<file path="config.mk">
export PLATFORM = sky130hd
export DESIGN_NAME = timer_ctrl_flat
export DESIGN_NICKNAME = d
export VERILOG_FILES = /design/src/rtl/timer_ctrl_if.sv /design/src/rtl/timer_ctrl.sv /design/src/flat_wrapper.sv
export SDC_FILE = /design/constraint.sdc
export NUM_CORES = 1
export LEC_CHECK = 0
export CAP_MARGIN = 20
export CORE_ASPECT_RATIO = 0.5
export CORE_UTILIZATION = 48
export DETAILED_ROUTE_END_ITERATION = 7
export HOLD_SLACK_MARGIN = 0.12
export PLACE_DENSITY = 0.88
export SETUP_SLACK_MARGIN = 0.4
export SLEW_MARGIN = 30
export SYNTH_ARGS = -nofsm -noshare
export SYNTH_HDL_FRONTEND = slang
export SYNTH_SLANG_ARGS = --single-unit
</file>
<file path="constraint.sdc">
create_clock -name clk -period 2 [get_ports clk]
set_input_delay 0.2 -clock clk [delete_from_list [all_inputs] [get_ports clk]]
set_output_delay 0.2 -clock clk [all_outputs]
set_load 0.05 [all_outputs]
</file>
<file path="src/rtl/timer_ctrl_if.sv">
// timer_ctrl_if -- link between the countdown controller and its BCD datapath.
//   cnt_zero : datapath -> controller, all four BCD digits are zero
//   cnt_load : controller -> datapath, copy preset while high
//   preset   : controller -> datapath, BCD {min1,min0,sec1,sec0}
//   cnt_dec  : controller -> datapath, one-cycle pulse, decrement mm:ss by 1 s
// master = controller side, slave = datapath side.
interface timer_ctrl_if;
   logic        cnt_zero;
   logic        cnt_load;
   logic [15:0] preset;
   logic        cnt_dec;

   modport master (input cnt_zero, output cnt_load, output preset, output cnt_dec);
   modport slave  (output cnt_zero, input cnt_load, input preset, input cnt_dec);
endinterface

</file>
<file path="src/rtl/timer_ctrl.sv">
// timer_ctrl -- countdown timer control FSM (IDLE/RUN/PAUSE/DONE).
//   clk       : sole clock, rising edge
//   rst_n     : synchronous active-low reset
//   start     : level button; each rising edge = start/pause/acknowledge
//   clr       : level; high aborts to IDLE
//   time_ctrl : preset select 00=00:30 01=01:00 10=05:00 11=10:00
//   dp        : datapath link (cnt_zero in; cnt_load, preset, cnt_dec out)
//   state     : IDLE=0 RUN=1 PAUSE=2 DONE=3
//   running   : state==RUN
//   done      : state==DONE
//   led       : alarm display, blinks FFFF/0000 once per tick in DONE
module timer_ctrl #(
   parameter int unsigned TICK_DIV = 50_000_000
) (
   input  logic                clk,
   input  logic                rst_n,
   input  logic                start,
   input  logic                clr,
   input  logic [1:0]          time_ctrl,
   timer_ctrl_if.master        dp,
   output logic [1:0]          state,
   output logic                running,
   output logic                done,
   output logic [15:0]         led
);

   typedef enum logic [1:0] {
      S_IDLE  = 2'd0,
      S_RUN   = 2'd1,
      S_PAUSE = 2'd2,
      S_DONE  = 2'd3
   } state_t;

   localparam logic [26:0] DIV_LAST = 27'(TICK_DIV - 1);

   state_t      state_q;
   state_t      state_d;
   logic        start_q;
   logic        start_rise;
   logic [26:0] div_q;
   logic [26:0] div_inc;
   logic        div_wrap;
   logic [15:0] led_q;
   logic [15:0] preset_q;
   logic [15:0] preset_dec;

   assign start_rise = start & ~start_q;
   assign div_wrap   = (div_q == DIV_LAST);
   assign div_inc    = div_wrap ? '0 : div_q + 27'd1;

   always_comb begin
      preset_dec = 16'h0030;
      case (time_ctrl)
         2'b00:   preset_dec = 16'h0030;
         2'b01:   preset_dec = 16'h0100;
         2'b10:   preset_dec = 16'h0500;
         default: preset_dec = 16'h1000;
      endcase
   end

   // State register
   always_ff @(posedge clk) begin
      if (!rst_n) state_q <= S_IDLE;
      else        state_q <= state_d;
   end

   // Next-state logic; priority clr > cnt_zero > start_rise
   always_comb begin
      state_d = state_q;
      if (clr) begin
         state_d = S_IDLE;
      end else begin
         case (state_q)
            S_IDLE:  if (start_rise) state_d = S_RUN;
            S_RUN: begin
               if (dp.cnt_zero)     state_d = S_DONE;
               else if (start_rise) state_d = S_PAUSE;
            end
            S_PAUSE: if (start_rise) state_d = S_RUN;
            S_DONE:  if (start_rise) state_d = S_IDLE;
            default: state_d = S_IDLE;
         endcase
      end
   end

   // Tick divider, alarm display, preset latch and start edge detector
   always_ff @(posedge clk) begin
      if (!rst_n) begin
         start_q  <= 1'b0;
         div_q    <= '0;
         led_q    <= '0;
         preset_q <= 16'h0030;
      end else begin
         start_q <= start;
         if (state_q == S_IDLE) preset_q <= preset_dec;
         if (clr) begin
            div_q <= '0;
            led_q <= '0;
         end else begin
            case (state_q)
               S_IDLE: begin
                  div_q <= '0;
                  led_q <= '0;
               end
               S_RUN: begin
                  if (dp.cnt_zero) begin
                     div_q <= '0;
                     led_q <= '1;
                  end else begin
                     // pausing freezes div so the resume keeps the partial tick
                     if (!start_rise) div_q <= div_inc;
                     led_q <= '0;
                  end
               end
               S_PAUSE: led_q <= '0;
               S_DONE: begin
                  if (start_rise) begin
                     div_q <= '0;
                     led_q <= '0;
                  end else begin
                     div_q <= div_inc;
                     if (div_wrap) led_q <= ~led_q;
                  end
               end
               default: begin
                  div_q <= '0;
                  led_q <= '0;
               end
            endcase
         end
      end
   end

   // Outputs
   always_comb begin
      state       = state_q;
      running     = (state_q == S_RUN);
      done        = (state_q == S_DONE);
      led         = led_q;
      dp.preset   = preset_q;
      dp.cnt_load = (state_q == S_IDLE);
      dp.cnt_dec  = (state_q == S_RUN) & div_wrap & ~dp.cnt_zero & ~clr & ~start_rise;
   end

endmodule

</file>
<file path="src/flat_wrapper.sv">
// flat-port wrapper written by rule: the top's interface ports become plain ports
module timer_ctrl_flat 
#(
   parameter int unsigned TICK_DIV = 50_000_000
)
  (clk, rst_n, start, clr, time_ctrl, state, running, done, led, dp_cnt_zero, dp_cnt_load, dp_preset, dp_cnt_dec);
  timer_ctrl_if dp_i ();
  input  logic clk;
  input  logic rst_n;
  input  logic start;
  input  logic clr;
  input  logic [1:0] time_ctrl;
  output logic [1:0] state;
  output logic running;
  output logic done;
  output logic [15:0] led;
  input wire logic [$bits(dp_i.cnt_zero)-1:0] dp_cnt_zero;
  output wire logic [$bits(dp_i.cnt_load)-1:0] dp_cnt_load;
  output wire logic [$bits(dp_i.preset)-1:0] dp_preset;
  output wire logic [$bits(dp_i.cnt_dec)-1:0] dp_cnt_dec;
  assign dp_i.cnt_zero = dp_cnt_zero;
  assign dp_cnt_load = dp_i.cnt_load;
  assign dp_preset = dp_i.preset;
  assign dp_cnt_dec = dp_i.cnt_dec;
  timer_ctrl #(.TICK_DIV(TICK_DIV)) u_core (.clk(clk), .rst_n(rst_n), .start(start), .clr(clr), .time_ctrl(time_ctrl), .dp(dp_i), .state(state), .running(running), .done(done), .led(led));
endmodule
</file>
# Word level (Yosys, flattened, before mapping)
# Index checks and enable logic that the tools add are counted.
dict set report word_totals {
  regBits 62
  inputBits 7
  output_inout_bits 38
  elab_cells 50
}
dict set report op_classes {
  n_addsub 1
  eq_ne 11
  mux 15
  n_bitwise 11
  n_reduce_logical 7
}
# op count
set op_table {}
lappend op_table {{2-to-1 mux 27 bit} 4}
lappend op_table {{case mux 27 bit (3 select lines)} 1}
lappend op_table {{2-to-1 mux 16 bit} 3}
lappend op_table {{case mux 16 bit (3 select lines)} 1}
lappend op_table {{case mux 13 bit (3 select lines)} 1}
lappend op_table {{adder 27 x 1 -> 27 bit (second input constant)} 1}
lappend op_table {{== test 27 x 26 -> 1 bit (second input constant)} 1}
lappend op_table {{NOT 16 bit} 1}
lappend op_table {{2-to-1 mux 2 bit} 4}
lappend op_table {{== test 2 bit (second input constant)} 3}
lappend op_table {{!= test 3 x 1 -> 1 bit (second input constant)} 2}
lappend op_table {{case mux 2 bit (3 select lines)} 1}
lappend op_table {{bitwise AND 1 bit} 5}
lappend op_table {{NOT 1 bit} 5}
lappend op_table {{== test 2 x 1 -> 1 bit (second input constant)} 2}
lappend op_table {{logical NOT 2 bit} 2}
lappend op_table {{!= test 2 x 1 -> 1 bit (second input constant)} 2}
lappend op_table {{OR reduction 2 bit} 2}
lappend op_table {{!= test 3 bit (second input constant)} 1}
lappend op_table {{AND reduction 3 bit} 1}
lappend op_table {{nonzero test 3 bit} 1}
lappend op_table {{AND reduction 2 bit} 1}

# Logic depth before layout (Yosys ltp)
# Gate-level depths: netlist (run 1).
dict set report logic_depth {
  word_depth 5
  mapped_depth 8
  depth_no_buf 7
}

# Worst setup path after synthesis (run 1)
# No wires, ideal clock.
dict set report synth_path {
  path_kind {flip-flop to output port}
  startpoint {register u_core.div_q[0]}
  endpoint {output port dp_cnt_dec}
  t_arrival_ns 2.995
  required_ns 1.800
  path_slack_ns -1.195
  stages_incl_launch_ff 6
  n_path_buf 0
  path_cell_list {dfxtp_1 -> ha_1 -> and3_1 -> nand3_1 -> or4_1 -> nor4_1}
}
dict set report synth_via {
  elab_chain_cells 5
}
# item line_no
set synth_lines {}
lappend synth_lines {{from (decl)} timer_ctrl.sv:40} ;# logic [26:0] div_q;
lappend synth_lines {{from (signal assigned)} timer_ctrl.sv:111} ;# if (!start_rise) div_q <= div_inc;
lappend synth_lines {{from (signal assigned)} timer_ctrl.sv:121} ;# div_q <= div_inc;
lappend synth_lines {{== test 27 x 26 -> 1 bit} timer_ctrl.sv:48} ;# assign div_wrap = (div_q == DIV_LAST);
lappend synth_lines {{bitwise AND 1 bit (4 in series)} timer_ctrl.sv:142} ;# dp.cnt_dec = (state_q == S_RUN) & div_wrap & ~dp.cnt_zero & ~clr & ~start_rise;
lappend synth_lines {{to (decl)} flat_wrapper.sv:20} ;# output wire logic [$bits(dp_i.cnt_dec)-1:0] dp_cnt_dec;
# Every way passes these cells.

# Final worst setup path (run 1)
dict set report layout_path {
  startpoint {register u_core.div_q[3]}
  endpoint {register u_core.div_q[10]}
}
dict set report layout_via {
  elab_chain_cells 5
  word_cells_on_any_way 7
  cone_classes {1 x add/sub; 1 x eq/ne; 5 x mux}
}
# item line_no
set layout_lines {}
lappend layout_lines {{adder 27 x 1 -> 27 bit / == test 27 x 26 -> 1 bit (equally long branches)} {timer_ctrl.sv:49, timer_ctrl.sv:48}}
lappend layout_lines {{2-to-1 mux 27 bit *} timer_ctrl.sv:49} ;# assign div_inc = div_wrap ? '0 : div_q + 27'd1;
lappend layout_lines {{2-to-1 mux 27 bit} timer_ctrl.sv:111}
lappend layout_lines {{2-to-1 mux 27 bit} timer_ctrl.sv:106} ;# if (dp.cnt_zero) begin
lappend layout_lines {{case mux 27 bit (3 select lines) *} timer_ctrl.sv:100} ;# case (state_q)
# Every way passes the cells marked *; elsewhere a longest branch is shown, timed or not. The select of a mux whose other input is x is not followed.
# A chain may end at the register's enable or synchronous reset.

==> flow_summary.json, run 1 <==
{
  "outcome": "finished, violations left",
  "violations": "design-rule violations, negative setup slack",
  "grt_use_met1_pct": 48.23,
  "via_per_inst": 7.445,
  "ys_ff_latch": 50,
  "finalMaxSlewViolations": 0,
  "fin_crit_ns": 2.527,
  "numCtsBuffers": 5,
  "fin_area_um2": 4442,
  "rrSetupSlack_ns": -0.53,
  "busiest_layer": "met2",
  "crit_start": "u_core.div_q[3]",
  "leakage_nw": 1.786,
  "ys_warn_count": 0,
  "max-vdd-ir-drop_uv": 530.1,
  "grt_pass1_wl_um": 18100,
  "start_util_pct": 49.85,
  "antenna_found_initial": 0,
  "hpwl_um": 5540,
  "worstSkewPairLatency_ns": 0.31,
  "die_area_um2": 6028,
  "fp.dieW_um": 108.8,
  "cts_max_level": 2,
  "grt_pass1_vias": 3291,
  "async_flop_share_pct": 0,
  "wl_per_cell_um": 29.77,
  "hold_viol_final": 0,
  "finalSetupViolations": 43,
  "p_per_area_nw_per_um2": 531.0,
  "core_area_um2": 5492,
  "layout_commonest_cell": "buf_4",
  "synth_edf_count": 0,
  "gp_congestion": 0.9775,
  "path_class": "reg2reg",
  "crit_arrival_ns": 2.72,
  "slew-limit-headroom_pct": 61.75,
  "hp-class": "in2reg",
  "drv_cap": 0,
  "cts_sinks": 50,
  "clockBufferDepth": 2,
  "gr-usage-met3_pct": 12.75,
  "rr_worst_depth": 7,
  "cp_cell_sequence": "and4_1 > nand2_1 > or4_4 > buf_6 > buf_8 > a31oi_1 > o21ai_1",
  "use_met2_pct": 62.12,
  "setup_ws_ns": -0.5274,
  "synth_cell_types": 46,
  "worst_path_max_delay_cell": "or4_4",
  "crit_required_ns": 2.19,
  "final_util_pct": 80.88,
  "io_pins": 45,
  "rows": 19,
  "drt_iter0_markers": 752,
  "r2r-end": "u_core.div_q[10]",
  "io_buffers": 33,
  "layout_common_cells": "buf_4 (58), dfxtp_1 (40), nor2_1 (31)",
  "cts_root_buffer": "clkbuf_16",
  "rsz0062_at_grt": "true",
  "tightest_slew_ns": 0.5686,
  "postSynthCellCount": 336,
  "syn_area_um2": 2738,
  "ys.flop_type": "dfxtp_1",
  "final_antenna_net_count": 0,
  "crit_path_end": "u_core.div_q[10]",
  "startpoint_type": "flop",
  "drt-total-wl_um": 15180,
  "diodes": 0,
  "grt_max_degree": 19,
  "nNetsFinal": 451,
  "cpPeakStageDelay_ns": 0.70,
  "clock_skew_ns": 0.01166,
  "via_count": 3797,
  "post-route-drc-count": 97,
  "fillers": 216,
  "die_y_um": 55.40,
  "placedInstanceArea_um2": 3650,
  "cp-end-kind": "flop",
  "yosysSeqAreaShare_pct": 36.56,
  "clk_pin_slew_ns": 0.08,
  "drive_gt1_share_pct": 38.67,
  "reg2reg_from": "u_core.div_q[3]",
  "first_pass_iters": 8,
  "gr-total-overflow": 0,
  "area.growth.synth_to_final_pct": 62.25,
  "syn_area_per_cell_um2": 8.148,
  "fmax_mhz": 395.7,
  "whs_ns": 0.5412,
  "cts_tree": "built",
  "grtUsageTotal_pct": 39.96,
  "finalCritPeriodShare_pct": 126.4,
  "path_max_fanout": 8
}
-- flip-flops by register name (all words and copies together), names as in the netlist --
| name | cells |
|---|---|
| u_core.div_q | 27 |
| u_core.dp.preset | 4 |
| u_core.led | 16 |
| u_core.start_q | 1 |
| u_core.state | 2 |
-- layout make-up --
| type | count | area [um^2] | share of cell area (%) |
|---|---|---|---|
| clock buffer | 5 | 125.1 | 2.817 |
| clock inverter | 3 | 28.78 | 0.6479 |
| inverter | 10 | 45.04 | 1.014 |
| multi-input combinational | 257 | 2037 | 45.86 |
| sequential | 50 | 1023 | 23.04 |
| tap | 73 | 91.34 | 2.056 |
| timing repair buffer | 112 | 1091 | 24.56 |
-- per-stage QoR --
stage / worst slack, ns / TNS (ns) / power [mW] / std cells
after floorplan: -0.1502 / -0.1568 / 1.271 / 346
after global placement: -0.01589 / -0.01589 / 1.326 / 470
after detailed placement: -0.05830 / -0.4655 / 1.336 / 470
after CTS: -0.2725 / -3.484 / 2.231 / 490
after global routing: -0.5696 / -15.53 / 2.369 / 510
final: -0.5274 / -15.54 / 2.359 / 510
-- timing repair --
action | CTS | global route
gates resized for setup | 52 | 45
buffers inserted | 7 | 20
hold buffers | 0 | 0
gates cloned | 5 | 0
pin swaps | 11 | 15
endpoints found under the setup margin | 69 | 45
-- metal layers --
layer  up-vias  wire length (um)
met4         0              1681
met5         -                 0
met1      1675              5002
li1       1406                 -
met3       205              2530
met2       511              5966
-- where the power goes --
part | total (mW) | switching [mW] | internal (mW) | leakage (nW)
clock network | 0.950 | 0.468 | 0.482 | 0.0763
logic | 0.392 | 0.258 | 0.134 | 1.30
registers | 1.02 | 0.0140 | 1.00 | 0.410
-- worst min-delay path by stage --
stage / startpoint / endpoint / slack, ns / cells after the start
CTS: u_core.div_q[23] / u_core.div_q[23] / 0.51 / 2
floorplan: rst_n / u_core.dp.preset[5] / 0.26 / 1
finish: start / u_core.start_q / 0.54 / 2
detailed placement: u_core.div_q[23] / u_core.div_q[23] / 0.48 / 2
global placement: u_core.div_q[23] / u_core.div_q[23] / 0.46 / 2
global route: start / u_core.start_q / 0.53 / 2
-- kinds of logic after synthesis --
group	Yosys count	synth area share [%]
compound gates	62	13.35
fa+ha+maj	8	3.656
mux	21	7.678
xor+xnor	7	2.240
buf+inv	40	7.815
flops	50	36.56
simple gates	147	28.56
other cells	1	0.1370
-- critical path: cells and delay by family, from the launching register on --
| kind | cells | cell delay, ns |
|---|---|---|
| AND/OR/NAND/NOR | 3 | 1.29 |
| buffers and inverters | 2 | 0.32 |
| AO/OA/AOI/OAI | 2 | 0.36 |
| flip-flops | 1 | 0.43 |
-- cells in the mapped netlist (all sizes together), types with 2 or more instances --
cell     n  area, um^2
or4      3       26.27
o21ai   26       130.1
nand4   15       93.84
dfxtp   50        1001
a21oi   11       55.05
or3      3       18.77
nand4b   4       35.03
nor4     7       43.79
xnor2    4       35.03
nand3   17       85.08
nand2   25       93.84
nor3    11       55.05
nor4bb   2       20.02
buf     18       131.4
nand2b   4       25.02
a31oi   14       87.58
ha       8       100.1
nand3b   2       15.01
and3     3       18.77
nor4b    2       17.52
clkbuf  12       45.04
nor2    35       131.4
and2     3       18.77
xor2     3       26.28
nor2b    6       37.54
inv     10       37.54
mux2i   21       210.2
and4     4       35.03
Note: power is estimated with default switching activity, not from simulation.
==> run 2, diff against run 1 <==
- CORE_ASPECT_RATIO: 0.5 -> 1.4
==> run 2 against run 1 <==
The flow still finishes with violations (design-rule violations, negative setup slack). Sequential cell count did not move. First-iteration DRC count fell by 10%. Cell count down 0.98%. Global-route usage rose by 1.2 points. Clock power shrank 24%. Critical path depth stayed put. Sequential share of layout area about the same. Count of clock-buffer cells in the layout increased by 1. Cell area increased by 0.28%. Combinational power is 2% higher. Utilization increased by 0.32 points. Largest cell class unchanged.
==> flow_summary.json, run 2 (synthesis gave the netlist of run 1 again) <==
{
  "via_per_inst": 7.602,
  "finalCritPeriodShare_pct": 120.1,
  "postCtsHoldBufs": 0,
  "grt_pass1_wl_um": 18350,
  "outcome": "finished, violations left",
  "tightest_slew_ns": 0.7779,
  "layout_commonest_cell": "buf_4",
  "dp_slack_ns": -0.1521,
  "largest-register": "u_core.div_q",
  "drv_cap": 0,
  "antenna_found_initial": 0,
  "fmax_mhz": 416.1,
  "clock_skew_ns": 0.01321,
  "io_pins": 45,
  "p_int_mw": 1.456,
  "hold_viol_final": 0,
  "p_per_area_nw_per_um2": 480.2,
  "drt-total-wl_um": 15620,
  "fillers": 229,
  "max-vdd-ir-drop_uv": 492.6,
  "clk_pin_slew_ns": 0.11,
  "multi_input_area_um2": 2093,
  "layout_common_cells": "buf_4 (55), dfxtp_1 (37), nor2_1 (28)",
  "leakage_nw": 1.763,
  "crit_start": "u_core.div_q[0]",
  "start_util_pct": 49.91,
  "slew-limit-headroom_pct": 47.95,
  "diodes": 0,
  "cp-end-kind": "flop",
  "finalSetupViolations": 44,
  "final_antenna_net_count": 0,
  "path_class": "reg2reg",
  "hp-class": "reg2reg",
  "clockPowerShare_pct": 33.8,
  "reg2reg_from": "u_core.div_q[0]",
  "rsz0062_at_grt": "true",
  "io_buffers": 33,
  "violations": "design-rule violations, negative setup slack",
  "cts_root_buffer": "clkbuf_8",
  "power_frac_comb_pct": 18.7,
  "placed_cells": 464,
  "gp_congestion": 0.9230,
  "first_pass_iters": 8,
  "switching_share_pct": 31.91,
  "via_count": 3839,
  "finalPower_mw": 2.139,
  "numCtsBuffers": 5,
  "wl_per_cell_um": 30.94,
  "regArea_um2": 1027,
  "nNetsFinal": 451,
  "cts_sinks": 50,
  "startpoint_type": "flop",
  "cts_max_level": 2,
  "cts_tree": "built",
  "gr-total-overflow": 0,
  "rr_worst_depth": 7,
  "drive_gt1_share_pct": 41.65,
  "power_switching_mw": 0.6826,
  "whs_ns": 0.5219,
  "rows": 32,
  "clockBufferDepth": 2,
  "area.growth.synth_to_final_pct": 62.71,
  "path_max_fanout": 8,
  "post-route-drc-count": 74,
  "final_cells": 505,
  "fp.dieW_um": 65.83,
  "crit_arrival_ns": 2.64,
  "crit_required_ns": 2.24,
  "finalMaxSlewViolations": 0,
  "grt_pass1_vias": 3448,
  "die_area_um2": 6013,
  "p_seq_share_pct": 47.6,
  "rrSetupSlack_ns": -0.40,
  "fin_crit_ns": 2.403,
  "worstSkewPairLatency_ns": 0.33,
  "drt_iter0_markers": 676,
  "crit_path_end": "u_core.led[12]",
  "grt_max_degree": 19,
  "hpwl_um": 5911,
  "grtUsageTotal_pct": 41.16,
  "setup_ws_ns": -0.4030,
  "core_area_um2": 5485,
  "die_y_um": 91.36,
  "r2r-end": "u_core.led[12]",
  "largest_register_ffs": 27
}
## run 2: changes by cell type in the layout (fill, tap and decap cells not counted), moves of 2 or more
| cell | delta |
|---|---|
| dfxtp_2 | +3 |
| o21ai_2 | +4 |
| clkbuf_8 | +5 |
| buf_6 | +3 |
| clkbuf_16 | -4 |
| buf_4 | -3 |
| nor2_1 | -3 |
| o21ai_1 | -5 |
| nor2_4 | +2 |
| dfxtp_1 | -3 |
## run 2: what timing repair did
item | in CTS | in global routing
setup buffers | 15 | 12
cloned | 6 | 0
setup endpoints to repair | 70 | 48
pin swaps | 17 | 5
gates resized for setup | 75 | 43
## run 2: per-layer routing
layer | GRT usage, % | share of wire (%) | vias to the layer above
li1 | - | - | 1407
met1 | 40.99 | 31 | 1716
met2 | 69.22 | 43 | 491
met3 | 9.548 | 13 | 225
met4 | 35.14 | 13 | 0
met5 | 0 | 0 | -
## run 2: area by class of cell
type	instances	area share, %
clock inverter	2	0.3090
multi-input combinational	257	46.99
timing repair buffer	112	24.61
inverter	10	1.011
tap	68	1.910
sequential	50	23.06
clock buffer	6	2.107
## run 2: how the worst min path moves through the flow
stage               cells past startpoint            start  slack, ns                  end
floorplan                               1            rst_n       0.26  u_core.dp.preset[5]
global placement                        1  u_core.div_q[3]       0.44      u_core.div_q[3]
detailed placement                      1  u_core.div_q[3]       0.46      u_core.div_q[3]
CTS                                     1  u_core.div_q[3]       0.48      u_core.div_q[3]
global route                            1  u_core.div_q[3]       0.53      u_core.div_q[3]
finish                                  1  u_core.div_q[3]       0.52      u_core.div_q[3]
## run 2: power by group through the flow
stage,sequential [mW],combinational (mW),clock [mW]
after floorplan,1.07,0.197,0
final,1.02,0.399,0.722
after global placement,1.04,0.292,0
after detailed placement,1.04,0.301,0
after global routing,1.02,0.406,0.758
after CTS,1.01,0.320,0.689
## run 2: worst max-delay path: stages (launching register included)
cell and delay, ns:
dfxtp_4 0.40, ha_4 0.15, buf_6 0.10, nor4bb_4 0.23
nand4_1 0.15, or4_4 0.57, a311o_2 0.54, o21ai_1 0.17
## run 2: stage by stage
step,TNS [ns],area [um^2],util [%]
2_1_floorplan,-0.1568,3117,-
3_3_place_gp,-0.1791,3649,66.51
3_5_place_dp,-2.323,3649,66.51
4_1_cts,-3.065,4167,75.96
5_1_grt,-11.91,4454,81.20
6_report,-12.05,4454,81.20
==> run 3, diff against run 2 <==
- CORE_UTILIZATION: 48 -> 57
- DONT_BUFFER_PORTS: not set -> 1
- PLACE_DENSITY: 0.88 -> 0.87
- SETUP_SLACK_MARGIN: 0.4 -> not set
==> run 3 against run 2 <==
The flow finishes with violations (negative setup slack). Die area fell by 15%. Hold slack got worse by 0.31 ns. Largest power group unchanged. Non-clock buffer count fell by 35. Cell area fell by 12%.
==> flow_summary.json, run 3 (synthesis gave the netlist of run 1 again) <==
{
  "min_from": "clr",
  "dp_slack_ns": -0.06168,
  "p_seq_share_pct": 50.9,
  "grt_pass1_vias": 2804,
  "layout_commonest_cell": "buf_4",
  "drt-total-wl_um": 11530,
  "wl_per_cell_um": 24.79,
  "setup_tns_ns": -9.950,
  "slew-limit-headroom_pct": 54.38,
  "fmax_mhz": 405.4,
  "p_int_mw": 1.438,
  "rows": 29,
  "hp-class": "in2reg",
  "crit_required_ns": 1.80,
  "numCtsBuffers": 5,
  "clk_pin_slew_ns": 0.10,
  "start_util_pct": 59.88,
  "clock_skew_ns": 0.01287,
  "power_switching_mw": 0.5954,
  "largest_register_ffs": 27,
  "nNetsFinal": 417,
  "drive_gt1_share_pct": 35.98,
  "drt_iter0_markers": 489,
  "fillers": 216,
  "cp-end-kind": "output pin",
  "diodes": 0,
  "switching_share_pct": 29.29,
  "finalPower_mw": 2.033,
  "largest-register": "u_core.div_q",
  "via_per_inst": 7.101,
  "antenna_found_initial": 0,
  "p_per_area_nw_per_um2": 519.8,
  "finalCritPeriodShare_pct": 123.3,
  "layout_common_cells": "buf_4 (58), dfxtp_1 (40), nor2_1 (28)",
  "grtUsageTotal_pct": 32.92,
  "path_class": "reg2out",
  "clockBufferDepth": 2,
  "die_y_um": 84,
  "tightest_slew_ns": 0.6824,
  "violations": "negative setup slack",
  "fp.dieW_um": 60.57,
  "reg2reg_from": "u_core.div_q[0]",
  "io_buffers": 0,
  "first_pass_iters": 6,
  "grt_max_degree": 22,
  "via_count": 3302,
  "crit_start": "u_core.div_q[0]",
  "finalMaxSlewViolations": 0,
  "leakage_nw": 1.487,
  "startpoint_type": "flop",
  "drv_cap": 0,
  "setup_ws_ns": -0.4667,
  "max-vdd-ir-drop_uv": 656.9,
  "gr-total-overflow": 0,
  "post-route-drc-count": 0,
  "hpwl_um": 5376,
  "cts_root_buffer": "clkbuf_8",
  "rsz0062_at_grt": "true",
  "area.growth.synth_to_final_pct": 42.87,
  "clockPowerShare_pct": 36.8,
  "cts_sinks": 50,
  "crit_arrival_ns": 2.27,
  "io_pins": 45,
  "worstSkewPairLatency_ns": 0.33,
  "core_area_um2": 4572,
  "outcome": "finished, violations left",
  "fin_crit_ns": 2.467,
  "die_area_um2": 5088,
  "final_antenna_net_count": 0,
  "cts_tree": "built",
  "path_max_fanout": 3,
  "power_frac_comb_pct": 12.3,
  "hold_viol_final": 0,
  "cts_max_level": 2,
  "finalSetupViolations": 43,
  "gp_congestion": 0.9356,
  "grt_pass1_wl_um": 12820
}
## run 3: cell count changes in the layout (fill, tap and decap cells not counted), sizes merged, moves of 2 or more
cell and change:
dlygate4sd3 +2, dlygate4sd2 -23, clkdlybuf4s50 -6, clkbuf +4, buf -13
## run 3: critical path, stage by stage (launching register included)
cell     delay, ns
dfxtp_4       0.39
ha_4          0.15
and3_4        0.23
nand3_4       0.10
or4_4         0.54
nor4_4        0.34
buf_12        0.18
## run 3: per-layer routing
layer  vias to the layer above  global-route usage [%]  share of wire (%)
met5                         -                       0                  0
met4                         0                   21.28                8.8
met3                       136                   7.132                 11
met2                       349                   53.35                 47
met1                      1481                   37.38                 33
li1                       1336                       -                  -
## run 3: metrics by stage
stage          cell area, um^2  hold WS, ns  utilization [%]  cells
3_5_place_dp              3213       0.2654            70.28    435
6_report                  3911       0.2136            85.55    465
3_3_place_gp              3213       0.2650            70.28    435
5_1_grt                   3911       0.2241            85.55    465
4_1_cts                   3374       0.1795            73.81    447
2_1_floorplan             2873       0.2619                -    346
## run 3: timing repair
item	CTS	global route
hold buffers	2	0
setup buffers	2	10
endpoints found under the hold margin	5	0
resized for setup	7	82
gates cloned	0	11
endpoints found under the setup margin	29	41
pin swaps	4	30
## run 3: worst paths after layout
path / to / slack [ns] / cells after the start
max: dp_cnt_dec / -0.47 / 6
min: u_core.div_q[23] / 0.21 / 3
max reg2reg: u_core.led[3] / -0.35 / 7
min reg2reg: u_core.div_q[23] / 0.53 / 2
## run 3: final cells by class
type / instances / area, um^2 / share of cell area (%)
clock buffer: 5 / 68.82 / 1.759
clock inverter: 3 / 40.04 / 1.024
inverter: 10 / 37.54 / 0.9597
multi-input combinational: 258 / 1943 / 49.68
sequential: 50 / 1026 / 26.23
tap: 62 / 77.57 / 1.983
timing repair buffer: 77 / 718.2 / 18.36
## run 3: power by group through the flow
| stage | combinational, mW | clock (mW) | sequential [mW] |
|---|---|---|---|
| 2_1_floorplan | 0.165 | 0 | 1.07 |
| 3_3_place_gp | 0.200 | 0 | 1.06 |
| 3_5_place_dp | 0.207 | 0 | 1.06 |
| 4_1_cts | 0.212 | 0.723 | 1.04 |
| 5_1_grt | 0.260 | 0.779 | 1.04 |
| 6_report | 0.250 | 0.747 | 1.04 |
